--- src/rtl/counter_pkg.sv ---
// counter_pkg: FSM state encoding and load clamping shared by the modulo down counter
package counter_pkg;
    typedef logic [0:0] state_t;
    localparam state_t ST_RUN  = 1'b0;
    localparam state_t ST_DONE = 1'b1;
    function automatic int clamp_load(input int value, input int modulus);
        return (value >= modulus) ? modulus - 1 : value;
    endfunction
endpackage

--- src/rtl/counter_modulo_down_sync_if.sv ---
// counter_modulo_down_sync_if: control inputs and count outputs of the modulo down counter
interface counter_modulo_down_sync_if #(parameter int WIDTH = 2);
    logic             enable;
    logic             load;
    logic [WIDTH-1:0] load_value;
    logic             oneshot;
    logic [WIDTH-1:0] signal_q;
    logic [WIDTH-1:0] signal_q_;
    logic             borrow;
    logic             terminal;
    logic             done;
    modport master (output enable, load, load_value, oneshot,
                    input signal_q, signal_q_, borrow, terminal, done);
    modport slave  (input enable, load, load_value, oneshot,
                    output signal_q, signal_q_, borrow, terminal, done);
endinterface

--- src/rtl/counter_modulo_down_sync.sv ---
// counter_modulo_down_sync: modulo-N down counter with load, borrow pulse and one-shot stop
// COUNTER_AUTORELOAD_EN: wrap reloads the last clamped load value instead of MODULUS-1
module counter_modulo_down_sync
    import counter_pkg::*;
#(
    parameter int MODULUS = 3,
    parameter int WIDTH   = 2
) (
    input logic                        clockpulse,
    input logic                        clear,
    counter_modulo_down_sync_if.slave  bus
);
    localparam logic [WIDTH-1:0] MAX = WIDTH'(MODULUS - 1);

    if (MODULUS < 2 || MODULUS > (1 << WIDTH)) begin : g_bad_param
        $error("counter_modulo_down_sync: need 2 <= MODULUS <= 2**WIDTH");
    end

    logic [WIDTH-1:0] r_q;
    logic             r_borrow;
    state_t           r_state;
    logic [WIDTH-1:0] w_clamped;
    logic [WIDTH-1:0] w_wrap;
    logic             w_step;

    assign w_clamped = WIDTH'(clamp_load(int'(bus.load_value), MODULUS));
    assign w_step    = bus.enable && (r_state == ST_RUN);

`ifdef COUNTER_AUTORELOAD_EN
    logic [WIDTH-1:0] r_reload;
    always_ff @(posedge clockpulse) begin
        if (clear)
            r_reload <= MAX;
        else if (bus.load)
            r_reload <= w_clamped;
    end
    assign w_wrap = r_reload;
`else
    assign w_wrap = MAX;
`endif

    // zero is handled before the decrement so the count never underflows
    always_ff @(posedge clockpulse) begin
        if (clear) begin
            r_q      <= MAX;
            r_state  <= ST_RUN;
            r_borrow <= 1'b0;
        end else if (bus.load) begin
            r_q      <= w_clamped;
            r_state  <= ST_RUN;
            r_borrow <= 1'b0;
        end else if (w_step && r_q == '0) begin
            r_borrow <= 1'b1;
            if (bus.oneshot)
                r_state <= ST_DONE;
            else
                r_q <= w_wrap;
        end else if (w_step) begin
            r_q      <= r_q - WIDTH'(1);
            r_borrow <= 1'b0;
        end else begin
            r_borrow <= 1'b0;
        end
    end

    assign bus.signal_q  = r_q;
    assign bus.signal_q_ = ~r_q;
    assign bus.borrow    = r_borrow;
    assign bus.terminal  = (r_q == '0);
    assign bus.done      = (r_state == ST_DONE);
endmodule

--- src/flat_wrapper.sv ---
// flat-port wrapper written by rule: the top's interface ports become plain ports
module counter_modulo_down_sync_flat import counter_pkg::*;
#(
    parameter int MODULUS = 3,
    parameter int WIDTH   = 2
)
  (clockpulse, clear, bus_enable, bus_load, bus_load_value, bus_oneshot, bus_signal_q, bus_signal_q_, bus_borrow, bus_terminal, bus_done);
  counter_modulo_down_sync_if #(.WIDTH(WIDTH)) bus_i ();
  input logic clockpulse;
  input logic clear;
  input wire logic [$bits(bus_i.enable)-1:0] bus_enable;
  input wire logic [$bits(bus_i.load)-1:0] bus_load;
  input wire logic [$bits(bus_i.load_value)-1:0] bus_load_value;
  input wire logic [$bits(bus_i.oneshot)-1:0] bus_oneshot;
  output wire logic [$bits(bus_i.signal_q)-1:0] bus_signal_q;
  output wire logic [$bits(bus_i.signal_q_)-1:0] bus_signal_q_;
  output wire logic [$bits(bus_i.borrow)-1:0] bus_borrow;
  output wire logic [$bits(bus_i.terminal)-1:0] bus_terminal;
  output wire logic [$bits(bus_i.done)-1:0] bus_done;
  assign bus_i.enable = bus_enable;
  assign bus_i.load = bus_load;
  assign bus_i.load_value = bus_load_value;
  assign bus_i.oneshot = bus_oneshot;
  assign bus_signal_q = bus_i.signal_q;
  assign bus_signal_q_ = bus_i.signal_q_;
  assign bus_borrow = bus_i.borrow;
  assign bus_terminal = bus_i.terminal;
  assign bus_done = bus_i.done;
  counter_modulo_down_sync #(.MODULUS(MODULUS), .WIDTH(WIDTH)) u_core (.clockpulse(clockpulse), .clear(clear), .bus(bus_i));
endmodule
--- config.mk ---
export PLATFORM = sky130hd
export DESIGN_NAME = counter_modulo_down_sync_flat
export DESIGN_NICKNAME = d
export VERILOG_FILES = /design/src/rtl/counter_pkg.sv /design/src/rtl/counter_modulo_down_sync_if.sv /design/src/rtl/counter_modulo_down_sync.sv /design/src/flat_wrapper.sv
export SDC_FILE = /design/constraint.sdc
export NUM_CORES = 1
export LEC_CHECK = 0
export CAP_MARGIN = 20
export CORE_AREA = 4 4 41 43
export DETAILED_ROUTE_END_ITERATION = 12
export DIE_AREA = 0 0 45 47
export GPL_TIMING_DRIVEN = 0
export PLACE_DENSITY_LB_ADDON = 0.2
export REMOVE_ABC_BUFFERS = 1
export SLEW_MARGIN = 10
export SYNTH_ARGS = -nofsm -noshare
export SYNTH_HDL_FRONTEND = slang
export SYNTH_SLANG_ARGS = --single-unit
--- constraint.sdc ---
create_clock -name clockpulse -period 1.7 [get_ports clockpulse]
set_input_delay 0.34 -clock clockpulse [delete_from_list [all_inputs] [get_ports clockpulse]]
set_output_delay 0.34 -clock clockpulse [all_outputs]
set_load 0.005 [all_outputs]
Word level (Yosys, flattened, before mapping):

Cells that the tools add are included.

* register bits: 4
* output and inout bits: 7
* word-level logic and storage cells: 21

* add/sub/neg operators: 1
* $lt $le $gt $ge: 1
* equality and inequality tests: 1
* muxes and demuxes: 6
* bitwise operators: 2
* reductions and logical operators: 7

Operators by type and width (count)
* 2-to-1 mux 2 bit: 5
* AND reduction 2 bit: 2
* inequality test 3 bit, second input constant: 1
* nonzero test 3 bit: 1
* >= comparator 2 bit, second input constant: 1
* logical AND 1 bit: 2
* zero test 2 bit: 1
* NOT 2 bit: 1
* OR reduction 2 bit: 1
* subtractor 2 x 1 -> 2 bit, second input constant: 1
* 2-to-1 mux 1 bit: 1
* NOT 1 bit: 1

Logic depth before layout (Yosys ltp):

* word-level depth: 5
* mapped depth: 6

Worst setup path before layout:

Ideal clock, no wire load.

* kind: reg-to-reg
* start: register u_core.r_q[0] (netlist: u_core.bus.signal_q[0])
* end: register u_core.r_q[1] (netlist: u_core.bus.signal_q[1])
* data arrival time: 1.180 ns
* setup slack: 0.403 ns
* stages on the path, launching flop included: 7
* clock period less this slack: 1.297 ns
* cell sequence: dfxtp_1 inv_1 ha_1 nand2_1 a21oi_2 mux2i_1 nand2b_1

* longest elaborated chain between the ends: 4

Ends and longest elaborated chain
* from (decl): RTL line counter_modulo_down_sync.sv:19 `logic [WIDTH-1:0] r_q;`
* from (signal assigned): RTL line counter_modulo_down_sync.sv:49 `r_q <= w_clamped;`
* from (signal assigned): RTL line counter_modulo_down_sync.sv:57 `r_q <= w_wrap;`
* from (signal assigned): RTL line counter_modulo_down_sync.sv:59 `r_q <= r_q - WIDTH'(1);`
* zero test 2 bit (*)
* named net bus_terminal: RTL line flat_wrapper.sv:18 `output wire logic [$bits(bus_i.terminal)-1:0] bus_terminal;`
* logical AND 1 bit (*): RTL line counter_modulo_down_sync.sv:52 `end else if (w_step && r_q == '0) begin`
* inequality test 3 bit (no line) (tied with other cells)
* AND reduction 2 bit (no line) or 2-to-1 mux 2 bit (tied branches)

Mark *: on every way through the listed nets, which the timed path passes. The rest lies on a longest branch. The select of a mux whose other input is x is not followed.
A chain may end at the register's enable or synchronous reset.

Worst setup path after layout:

* start: register u_core.r_q[0] (netlist: u_core.bus.signal_q[0])
* end: output port bus_terminal

* longest elaborated chain between the ends: 1

Ends and longest elaborated chain
* zero test 2 bit: RTL line counter_modulo_down_sync.sv:69 `assign bus.terminal = (r_q == '0);`
* to (decl): RTL line flat_wrapper.sv:18

Every way passes these cells.

==> flow_summary.toml <==
[detailed_routing]
first_iter_violations = 0
vias = 205
drc_errors = 0
drtPass1Iterations = 1
ant_nets = 0
routedWlPerCell_um = 10.3
vias_per_cell = 3.87
routed_wl_um = 547

[worst_setup_path]
start_kind = "register"
required_ns = 1.36
critPathArrivalTime_ns = 1.29
cp_max_fo = 4
reg2reg_from = "u_core.bus.signal_q[0]"
r2r-end = "u_core.bus.signal_q[1]"
endpoint_kind = "output pin"
rrSetupSlack_ns = 0.46
r2r_cells = 6
critical_path_class = "register to output pin"

[cts]
clock_latency_ns = 0.23
cts_tree = "done"
cts_num_sinks = 4
ctsHoldBuffers = 0
h-tree-depth = 1
cts-root-buf = "clkbuf_4"
clk_pin_slew_worst_paths_ns = 0.04
cts_buffers = 3
clockBufferDepth = 2

[floorplan]
start_util = 0.162
die_h_um = 47
coreArea_um2 = 1300
die-width_um = 45
io-pin-count = 14
die_area_um2 = 2120
rows = 13

[sta]
worst_slew_pin_slew_ns = 0.234
clock_skew_ns = 0.000463
fmax_ghz = 0.613
maxSlewViolCount = 0
slew_headroom = 0.843
fin_tns_setup_ns = 0
finalHoldViolCount = 0
period_minus_slack_ns = 1.63
rsz0062_at_grt = "no"
post-route-period-util = 0.959
setup_viol = 0

[cells_and_area]
final_nets = 48
seq_area_um2 = 80.1
num_antenna_cells = 0
most-common-layout-cells = "clkdlybuf4s50_1 (13), dfxtp_1 (4), clkbuf_4 (3)"
fillers = 142
multiInputGateArea_um2 = 131
drive_gt1_frac = 0.263
final_common_cell = "clkdlybuf4s50_1"
areaGrowthSynthToFinish_pct = 87.5
fin_area_um2 = 394

[logic_synthesis]
netlist-cell-type-count = 15
synth_area_per_cell_um2 = 9.55
yosys_register_bits = 4
synth_top_flop_cell = "dfxtp_1"
ys_seq_area_frac = 0.381
synth_edf_count = 0
yosys_warnings = 0
syn-instance-count = 22
synth_top_area_cell = "dfxtp_1"
synth_area_leaders = "dfxtp_1 (38%), a221oi_2 (7.1%), nor2b_4 (6.5%)"
syn_area_um2 = 210
synthArstFlopShare = 0
synth_top_area_frac = 0.381

[global_route]
overflow = 0
track_usage = 0.0545
antenna_found_initial = 0
grt_pass1_vias = 223
grt_max_degree = 7
grt_pass1_wl_um = 821

[power_and_ir_drop]
p_leak_nw = 0.152
p_per_area_nw_per_um2 = 772
peakVddDrop_v = 0.000322

[placement]
dpl_cell_area_um2 = 359
gp_congestion = 0.717
io_buffers = 13
hpwl_um = 450

[min_path]
hold_depth = 2
hold_path_class = "register to register"
hp-start = "u_core.bus.signal_q[1]"
holdPathEnd = "u_core.bus.signal_q[1]"

[status]
status = "complete, no violations"

[run]
cap_violations = 0
[synth_stat cells, drive strengths merged, types with 2 or more instances]
master,number
nand2,2
inv,3
dfxtp,4
a21oi,2
nor3,2
[how the worst max path moves through the flow]
stage                      startpoint                      to  slack [ns]  cells after the start
6_report       u_core.bus.signal_q[0]            bus_terminal        0.07                      3
5_1_grt        u_core.bus.signal_q[0]            bus_terminal        0.01                      3
4_1_cts        u_core.bus.signal_q[0]            bus_terminal     0.00006                      3
3_5_place_dp                 bus_load  u_core.bus.signal_q[0]        0.12                      4
3_3_place_gp                 bus_load  u_core.bus.signal_q[0]        0.14                      4
2_1_floorplan  u_core.bus.signal_q[0]  u_core.bus.signal_q[1]        0.40                      6
[state kept, by name (all words and copies together), names as in the netlist]
| register | flops |
|---|---|
| u_core.bus.borrow | 1 |
| u_core.bus.done | 1 |
| u_core.bus.signal_q | 2 |
[per-stage QoR]
step                      hold slack, ns  instances  setup slack, ns   util  total power [mW]
after floorplan                    0.405         22            0.403      -             0.138
final                              0.532         53           0.0696  0.303             0.304
after detailed placement           0.497         50            0.121  0.276             0.184
after global placement             0.493         50            0.136  0.276             0.184
after CTS                          0.518         53        0.0000631  0.303             0.311
after global routing               0.569         53          0.00977  0.303             0.324
[area by class of cell]
| type | count | area share |
|---|---|---|
| clock buffer | 3 | 0.0571 |
| inverter | 3 | 0.0286 |
| multi-input combinational | 15 | 0.333 |
| sequential | 4 | 0.203 |
| tap | 15 | 0.0476 |
| timing repair buffer | 13 | 0.330 |
[cells by family after synthesis]
group           count (synthesis)  synth area share
compound gates                  5             0.226
simple gates                    8             0.232
mux                             1            0.0476
fa+ha+maj                       1            0.0595
buf+inv                         3            0.0536
flops                           4             0.381
[what timing repair did]
action,4_1_cts,5_1_grt
setup buffers,0,0
setup endpoints to repair,1,1
resized for setup,2,2
pin swaps,1,0
[routing by layer]
metal,vias up,part of all wire,track usage
met5,-,0,0
met2,3,0.60,0.105
li1,108,-,-
met3,0,0.020,0.0115
met4,0,0,0.0526
met1,94,0.38,0.0455
[critical path, cell delays in order (launching register included)]
cell	delay (ns)
dfxtp_1	0.32
inv_2	0.09
ha_4	0.15
clkdlybuf4s50_1	0.50
[power by group]
| group | internal (mW) | leakage, nW | switching [mW] |
|---|---|---|---|
| clock network | 0.0789 | 0.0138 | 0.0369 |
| logic | 0.0519 | 0.106 | 0.0317 |
| registers | 0.100 | 0.0328 | 0.00485 |
| total | 0.231 | 0.152 | 0.0734 |
Note: power is estimated with default switching activity, not from simulation.
